`src/rtl/alu_arbiter_pkg.sv`:
```
// rtl/alu_arbiter_pkg.sv - shared FSM encodings, default width and ALU op codes
package alu_arbiter_pkg;

  localparam int ALU_W = 4;

  typedef enum logic [1:0] {
    ST_IDLE  = 2'd0,
    ST_GRANT = 2'd1,
    ST_EXEC  = 2'd2,
    ST_RESP  = 2'd3
  } state_t;

  // Arithmetic mode (l = 0)
  localparam logic [1:0] OP_ADD = 2'b00;
  localparam logic [1:0] OP_SUB = 2'b01;
  localparam logic [1:0] OP_INC = 2'b10;
  localparam logic [1:0] OP_DEC = 2'b11;

  // Logic mode (l = 1)
  localparam logic [1:0] OP_AND = 2'b00;
  localparam logic [1:0] OP_OR  = 2'b01;
  localparam logic [1:0] OP_XOR = 2'b10;
  localparam logic [1:0] OP_NOT = 2'b11;

endpackage

```
`src/rtl/alu_arbiter_alu.sv`:
```
// rtl/alu_arbiter_alu.sv - combinational ALU with arithmetic and logic modes
module alu
  import alu_arbiter_pkg::*;
#(
  parameter int W = ALU_W
) (
  output logic [W-1:0] R,
  output logic         z,
  output logic         c,
  output logic         s,
  input  logic [W-1:0] A,
  input  logic [W-1:0] B,
  input  logic         cin,
  input  logic [1:0]   Op,
  input  logic         l
);

  logic [W:0] cin_ext;
  logic [W:0] sum;

  assign cin_ext = {{W{1'b0}}, cin};

  // Logic mode leaves the top bit clear, so carry is always 0 there and cin is ignored.
  always_comb begin
    sum = '0;
    if (l) begin
      case (Op)
        OP_AND:  sum = {1'b0, A & B};
        OP_OR:   sum = {1'b0, A | B};
        OP_XOR:  sum = {1'b0, A ^ B};
        default: sum = {1'b0, ~A};
      endcase
    end else begin
      case (Op)
        OP_ADD:  sum = {1'b0, A} + {1'b0, B} + cin_ext;
        OP_SUB:  sum = {1'b0, A} + {1'b0, ~B} + cin_ext;
        OP_INC:  sum = {1'b0, A} + cin_ext;
        default: sum = {1'b0, A} + {1'b0, {W{1'b1}}} + cin_ext;
      endcase
    end
  end

  assign R = sum[W-1:0];
  assign c = sum[W];
  assign z = (sum[W-1:0] == '0);
  assign s = sum[W-1];

endmodule

```
`src/rtl/alu_arbiter.sv`:
```
// rtl/alu_arbiter.sv - round-robin sharing of one ALU between two requesters
module alu_arbiter
  import alu_arbiter_pkg::*;
#(
  parameter int W = ALU_W
) (
  input  logic         clk,
  input  logic         rst_n,
  input  logic         req0,
  input  logic         req1,
  input  logic [1:0]   op0,
  input  logic [1:0]   op1,
  input  logic         l0,
  input  logic         l1,
  input  logic         cin0,
  input  logic         cin1,
  input  logic [W-1:0] a0,
  input  logic [W-1:0] a1,
  input  logic [W-1:0] b0,
  input  logic [W-1:0] b1,
  output logic         ack0,
  output logic         ack1,
  output logic [W-1:0] res,
  output logic         z,
  output logic         c,
  output logic         s,
  output logic         rvalid,
  output logic         rid
);

  state_t       state;
  logic         last;
  logic         gnt_id;
  logic [1:0]   op_q;
  logic         l_q;
  logic         cin_q;
  logic [W-1:0] a_q;
  logic [W-1:0] b_q;
  logic [W-1:0] alu_r;
  logic         alu_z;
  logic         alu_c;
  logic         alu_s;
  logic         win;
  logic         other_req;

  // On a tie the requester that did not win last time goes next.
  assign win       = (req0 && req1) ? ~last : req1;
  assign other_req = gnt_id ? req0 : req1;

  alu #(.W(W)) u_alu (
    .R   (alu_r),
    .z   (alu_z),
    .c   (alu_c),
    .s   (alu_s),
    .A   (a_q),
    .B   (b_q),
    .cin (cin_q),
    .Op  (op_q),
    .l   (l_q)
  );

  always_ff @(posedge clk or negedge rst_n) begin
    if (!rst_n) begin
      state  <= ST_IDLE;
      last   <= 1'b1;
      gnt_id <= 1'b0;
      op_q   <= '0;
      l_q    <= 1'b0;
      cin_q  <= 1'b0;
      a_q    <= '0;
      b_q    <= '0;
      res    <= '0;
      z      <= 1'b0;
      c      <= 1'b0;
      s      <= 1'b0;
      ack0   <= 1'b0;
      ack1   <= 1'b0;
      rvalid <= 1'b0;
      rid    <= 1'b0;
    end else begin
      ack0   <= 1'b0;
      ack1   <= 1'b0;
      rvalid <= 1'b0;
      case (state)
        ST_IDLE: begin
          if (req0 || req1) begin
            gnt_id <= win;
            last   <= win;
            state  <= ST_GRANT;
          end
        end
        ST_GRANT: begin
          op_q  <= gnt_id ? op1  : op0;
          l_q   <= gnt_id ? l1   : l0;
          cin_q <= gnt_id ? cin1 : cin0;
          a_q   <= gnt_id ? a1   : a0;
          b_q   <= gnt_id ? b1   : b0;
          state <= ST_EXEC;
        end
        ST_EXEC: begin
          res    <= alu_r;
          z      <= alu_z;
          c      <= alu_c;
          s      <= alu_s;
          ack0   <= ~gnt_id;
          ack1   <= gnt_id;
          rvalid <= 1'b1;
          rid    <= gnt_id;
          state  <= ST_RESP;
        end
        ST_RESP: begin
          // The served requester is still holding req here, so only the other one counts.
          if (other_req) begin
            gnt_id <= ~gnt_id;
            last   <= ~gnt_id;
            state  <= ST_GRANT;
          end else begin
            state <= ST_IDLE;
          end
        end
        default: state <= ST_IDLE;
      endcase
    end
  end

endmodule
```
`config.mk`:
```
export PLATFORM = sky130hd
export DESIGN_NAME = alu_arbiter
export DESIGN_NICKNAME = d
export VERILOG_FILES = /design/src/rtl/alu_arbiter_pkg.sv /design/src/rtl/alu_arbiter_alu.sv /design/src/rtl/alu_arbiter.sv
export SDC_FILE = /design/constraint.sdc
export NUM_CORES = 1
export LEC_CHECK = 0
export ABC_CLOCK_PERIOD_IN_PS = 2400
export CAP_MARGIN = 30
export CELL_PAD_IN_SITES_DETAIL_PLACEMENT = 0
export CELL_PAD_IN_SITES_GLOBAL_PLACEMENT = 1
export CORE_MARGIN = 2
export CORE_UTILIZATION = 35
export CTS_CLUSTER_SIZE = 40
export DETAILED_ROUTE_END_ITERATION = 16
export PLACE_DENSITY = 0.8
export SLEW_MARGIN = 0
export SYNTH_ARGS = -nofsm -noshare
export SYNTH_HDL_FRONTEND = slang
export SYNTH_SLANG_ARGS = --single-unit
```
`constraint.sdc`:
```
create_clock -name clk -period 2.4 [get_ports clk]
set_input_delay 0.36 -clock clk [delete_from_list [all_inputs] [get_ports clk]]
set_output_delay 0.36 -clock clk [all_outputs]
set_load 0.01 [all_outputs]
```
Word level (Yosys, flattened, before mapping):

Index checks and enable logic that the tools add are counted.

* output and inout port bits: 11
* logic and storage cells: 63
* input port bits: 28
* register bits after elaboration: 27

* add/subtract/negate cells: 7
* reduce and logical (&&, ||, !) cells: 7
* mux-type cells: 19
* bitwise logic cells: 7
* equal/unequal tests: 7

Operators with widths (number)
* $add 5x1->5: 3
* $pmux 5 s3: 1
* $pmux 4 s3: 1
* $add 4x4->5: 2
* $mux 1: 10
* $mux 4: 2
* $not 4->4: 2
* $pmux 2 s4: 1
* $eq 2x2->1 const B: 3
* $add 4x1->5: 1
* $add 4x4->5 const B: 1
* $mux 5: 1
* $and 4x4->4: 1
* $eq 2x1->1 const B: 2
* $logic_not 2->1: 2
* $logic_not 4->1: 1
* $mux 2: 2
* $ne 2x2->1 const B: 2
* $or 4x4->4: 1
* $xor 4x4->4: 1
* $reduce_and 3->1: 1
* $not 1->1: 2
* $pmux 1 s2: 1
* $reduce_bool 2->1: 1
* 2 further kinds: 2

Logic depth before layout (Yosys ltp):

* depth in word-level cells: 6
* depth in mapped cells: 9

Modules after synthesis:

From an unflattened synthesis, not the netlist that was laid out.

* cells, all modules: 202
* area total of the unflattened synthesis: 2003.2 um2

Modules (own cells, without submodules)
* alu_arbiter: instances 1, sequential area each 676.9 um2, area an instance 1218.7 um2, cells each 104
* alu: instances 1, sequential area each 0.0 um2, area an instance 784.5 um2, cells each 98

Least setup slack after synthesis:

No wires, ideal clock.

* path type: register -> register
* start point: reg a_q[0]
* end point: reg z
* arrival time: 2.327 ns
* path slack: 0.006 ns
* cell stages (with the launch flop): 10
* path buffers: 0
* setup time: 0.067 ns
* clock period less this slack: 2.394 ns
* cells stage by stage: dfrtp_1 -> inv_1 -> fa_1 -> inv_1 -> fa_1 -> mux2_2 -> o21ai_1 -> a41oi_1 -> a2111oi_0 -> a41o_1

* cells in the longest elaborated chain, start to end: 5

Ends and longest elaborated chain
* start: declaration: RTL line alu_arbiter.sv:37 `logic [W-1:0] a_q;`
* start signal: assignment: RTL line alu_arbiter.sv:96 `a_q <= gnt_id ? a1 : a0;`
* $add 4x4->5 (on tied branches): RTL line alu_arbiter_alu.sv:38, alu_arbiter_alu.sv:35, alu_arbiter_alu.sv:36
* $add 5x1->5 (on tied branches): RTL line alu_arbiter_alu.sv:38, alu_arbiter_alu.sv:35, alu_arbiter_alu.sv:36
* $pmux 5 s3: RTL line alu_arbiter_alu.sv:34 `case (Op)`
* $mux 5 (*): RTL line alu_arbiter_alu.sv:26 `if (l) begin`
* $logic_not 4->1 (*): RTL line alu_arbiter_alu.sv:45 `assign z = (sum[W-1:0] == '0);`
* end signal: assignment: RTL line alu_arbiter.sv:102 `z <= alu_z;`
* end: declaration: RTL line alu_arbiter.sv:24 `output logic z,`

Mark *: on every way between the ends. The rest lies on a longest branch, timed or not.
A chain may end at the register's enable or synchronous reset.

Worst setup path in the final report:

* start point: reg b_q[0]
* end point: reg z

* cells in the longest elaborated chain, start to end: 6

Ends and longest elaborated chain
* start: declaration: RTL line alu_arbiter.sv:38 `logic [W-1:0] b_q;`
* start signal: assignment: RTL line alu_arbiter.sv:97 `b_q <= gnt_id ? b1 : b0;`
* $not 4->4: RTL line alu_arbiter_alu.sv:36 `OP_SUB: sum = {1'b0, A} + {1'b0, ~B} + cin_ext;`
* $add 4x4->5: RTL line alu_arbiter_alu.sv:36
* $add 5x1->5: RTL line alu_arbiter_alu.sv:36
* $pmux 5 s3: RTL line alu_arbiter_alu.sv:34
* $mux 5 (*): RTL line alu_arbiter_alu.sv:26
* $logic_not 4->1 (*): RTL line alu_arbiter_alu.sv:45

Marked as above.

==> summary.txt <==
Synth
  – Synth Cell Area: 1930 sq um
  – Synthesis Warnings: 0
  – Async SR Flop Fraction: 1.00
  – Yosys top cell area share: 0.325
  – EDFF count, synth: 0
  – Synthesized Nets: 260
  – Ranking of synthesized cells by area: dfrtp_1, ha_1, mux2i_1
  – Seq/Total Area, Yosys: 0.338
  – Synth Area in Adders: 0.165
  – Unique masters post-synth: 44
  – Dominant synthesized flop cell: dfrtp_1
  – Syn_area_per_cell: 9.22 sq um
  – Xor and xnor area share after synthesis: 0.0182
  – Area share of and/or/nand/nor cells after synthesis: 0.121
  – Post-synth top area cell: dfrtp_1
  – Synth Area in Compound Gates: 0.167
  – Largest family of logic cells by synthesized area: compound AO/OA/AOI/OAI gates
  – Mux cell area share after synthesis: 0.126
  – Syn Inst Count: 209
  – Number of synthesized register bits: 26

Clocking
  – Clock-pin slew on the worst setup and hold paths: 0.10 ns
  – CTS tree: done
  – Cts-stage hold buffer count: 0
  – Root buf cell: clkbuf_8
  – CTS Buffer Depth: 2
  – H-tree depth: 1
  – Skew-Pair Late Insertion Delay: 0.28 ns
  – CTS buffer count: 3
  – Clock Sinks: 26

Run status
  – Failing checks: setup timing
  – Status: complete, but fails checks

Critical path
  – Kind of critical path: reg2reg
  – CP Data Arrival Time: 2.63 ns
  – Critical Path RT: 2.63 ns
  – Crit path max fanout: 2
  – Setup crit start kind: flip-flop
  – CP Capture Type: flip-flop

Route
  – DRT iter0 DRCs: 70
  – Routed len/inst: 12.0 um
  – Post-Route WL: 3890 um
  – Antenna-violating nets left: 0
  – Remaining DRCs: 0
  – Vias/cell: 4.83
  – First-pass detailed-route iteration total: 4
  – Vias: 1569

Placement
  – Port-buffer cells: 38
  – Post-Place Cells: 320
  – RePlAce Congestion: 0.795
  – DP HPWL: 3080 um

Timing
  – Setup TNS: -0.00446 ns
  – Worst slew pin tran: 0.759 ns
  – Final Setup Violations: 1
  – Final period utilization: 1.00
  – Final-report hold violation count: 0
  – Rel. slew slack: 0.494
  – Skew final: 0.00713 ns
  – Achievable Freq: 0.416 GHz
  – Worst setup margin: -0.00446 ns
  – Unrepaired setup endpoints after global routing: yes
  – Post-route minimum period: 2.40 ns
  – Fin. max-slew vios: 0
  – Final hold slack: 0.428 ns

Pwr
  – Peak supply drop: 392 uV
  – Cell Pwr Density: 1420 nW/um^2
  – P_leak: 1.19 nW

Floorplanning
  – Initial Util: 0.356
  – Die height: 78.2 um
  – Chip width: 78.2 um
  – Die area: 6110 sq um
  – Num ports: 39
  – CORE AREA: 5410 sq um
  – Row count: 27

Flow run
  – Max Cap Viol: 0

Cells and area
  – Final cell count without fillers: 325
  – Antenna Cells: 0
  – Syn-to-layout area delta: 32.5%
  – Layout cell share with drive strength beyond 1: 0.123
  – Core Util, Final: 0.472
  – Fin nets: 305

GRT
  – Total gr overflow: 0
  – First-pass GRT wire length: 6790 um
  – Pin count of the biggest net entering global routing: 27
  – Initial antenna violation count: 0
  – Vias in the first global route: 1562
  – Global Route Usage Sum: 0.135

Min path
  – Worst hold path class: in2async
==> per-layer routing <==
| layer | vias to the layer above | routed length (um) | global-route usage |
|---|---|---|---|
| li1 | 812 | - | - |
| met1 | 718 | 1920 | 0.186 |
| met2 | 35 | 1770 | 0.222 |
| met3 | 4 | 150 | 0.0138 |
| met4 | 0 | 43 | 0.0456 |
| met5 | - | 0 | 0 |
==> area by class of cell <==
class	instances	area, sq um
timing repair buffer	51	478
clock inverter	1	30.0
multi-input combinational	152	1190
inverter	20	75.1
tap	72	90.1
fill	523	2850
clock buffer	3	41.3
sequential	26	652
==> final timing paths <==
| kind | cells after the start | startpoint | endpoint | slack [ns] |
|---|---|---|---|---|
| setup / recovery | 9 | b_q[0] | z | -0.004 |
| hold / removal | 2 | rst_n | c | 0.43 |
| setup reg to reg | 9 | b_q[0] | z | -0.004 |
| hold reg to reg | 1 | rid | rid | 0.49 |
| max in group asynchronous | 2 | rst_n | last | 1.67 |
| min in group clk | 1 | rid | rid | 0.49 |
==> placed cells by master, fill, tap and decap left out, types with 3 or more instances in the layout <==
| cell | count |
|---|---|
| xnor2_1 | 3 |
| a21oi_1 | 22 |
| clkbuf_8 | 3 |
| dfrtp_1 | 25 |
| inv_2 | 4 |
| nor2b_1 | 4 |
| inv_1 | 16 |
| clkdlybuf4s50_1 | 38 |
| o21ai_0 | 8 |
| mux2i_1 | 16 |
| mux2_2 | 3 |
| ha_1 | 19 |
| nand3_1 | 4 |
| nor2_1 | 29 |
| buf_4 | 13 |
| a31oi_1 | 3 |
| nand2_1 | 7 |
==> metrics by stage <==
stage	area, sq um	power [mW]	setup WS (ns)
after global routing	2550	4.00	-0.137
final	2550	3.63	-0.00446
after detailed placement	2440	3.13	-0.0796
after floorplan	1930	2.44	0.00641
after global placement	2440	3.09	-0.00608
after CTS	2520	3.54	-0.0240
==> flip-flops by register name (all words and copies together), names as in the netlist, 2 cells and up <==
name,count
a_q,4
b_q,4
op_q,2
res,4
state,2
==> synth_stat cells (all sizes together) (5+ instances only) <==
library cell,instances
dfrtp,25
nor2,29
clkbuf,6
o21ai,9
ha,19
inv,20
nand2,7
mux2i,16
a21oi,22
buf,5
==> kinds of logic (layout without fill, tap and decap cells) <==
logic type,Yosys count,in the layout
xor+xnor,4,4
compound gates,52,52
flops,26,26
fa+ha+maj,23,23
simple gates,52,52
buf+inv,31,75
mux,21,21
==> worst max-delay path, cell delays in order (launching register included) <==
cell and delay, ns:
dfrtp_1 0.36, inv_2 0.06, fa_2 0.39, inv_2 0.06, fa_1 0.39, mux2_2 0.28, o21ai_2 0.12, a41oi_2 0.16
a2111oi_4 0.34, a41o_1 0.20
==> report_power, final <==
part | switching (mW) | internal, mW | leakage [nW]
Sequential | 0.235 | 0.657 | 0.301
Combinational | 1.19 | 1.17 | 0.853
Clock | 0.152 | 0.223 | 0.0357
Total | 1.58 | 2.05 | 1.19
==> repair_timing <==
action | in CTS | in global routing
buffers inserted | 0 | 1
endpoints found under the setup margin | 2 | 4
pin swaps | 0 | 4
gates resized for setup | 2 | 8
Note: power is estimated with default switching activity, not from simulation.
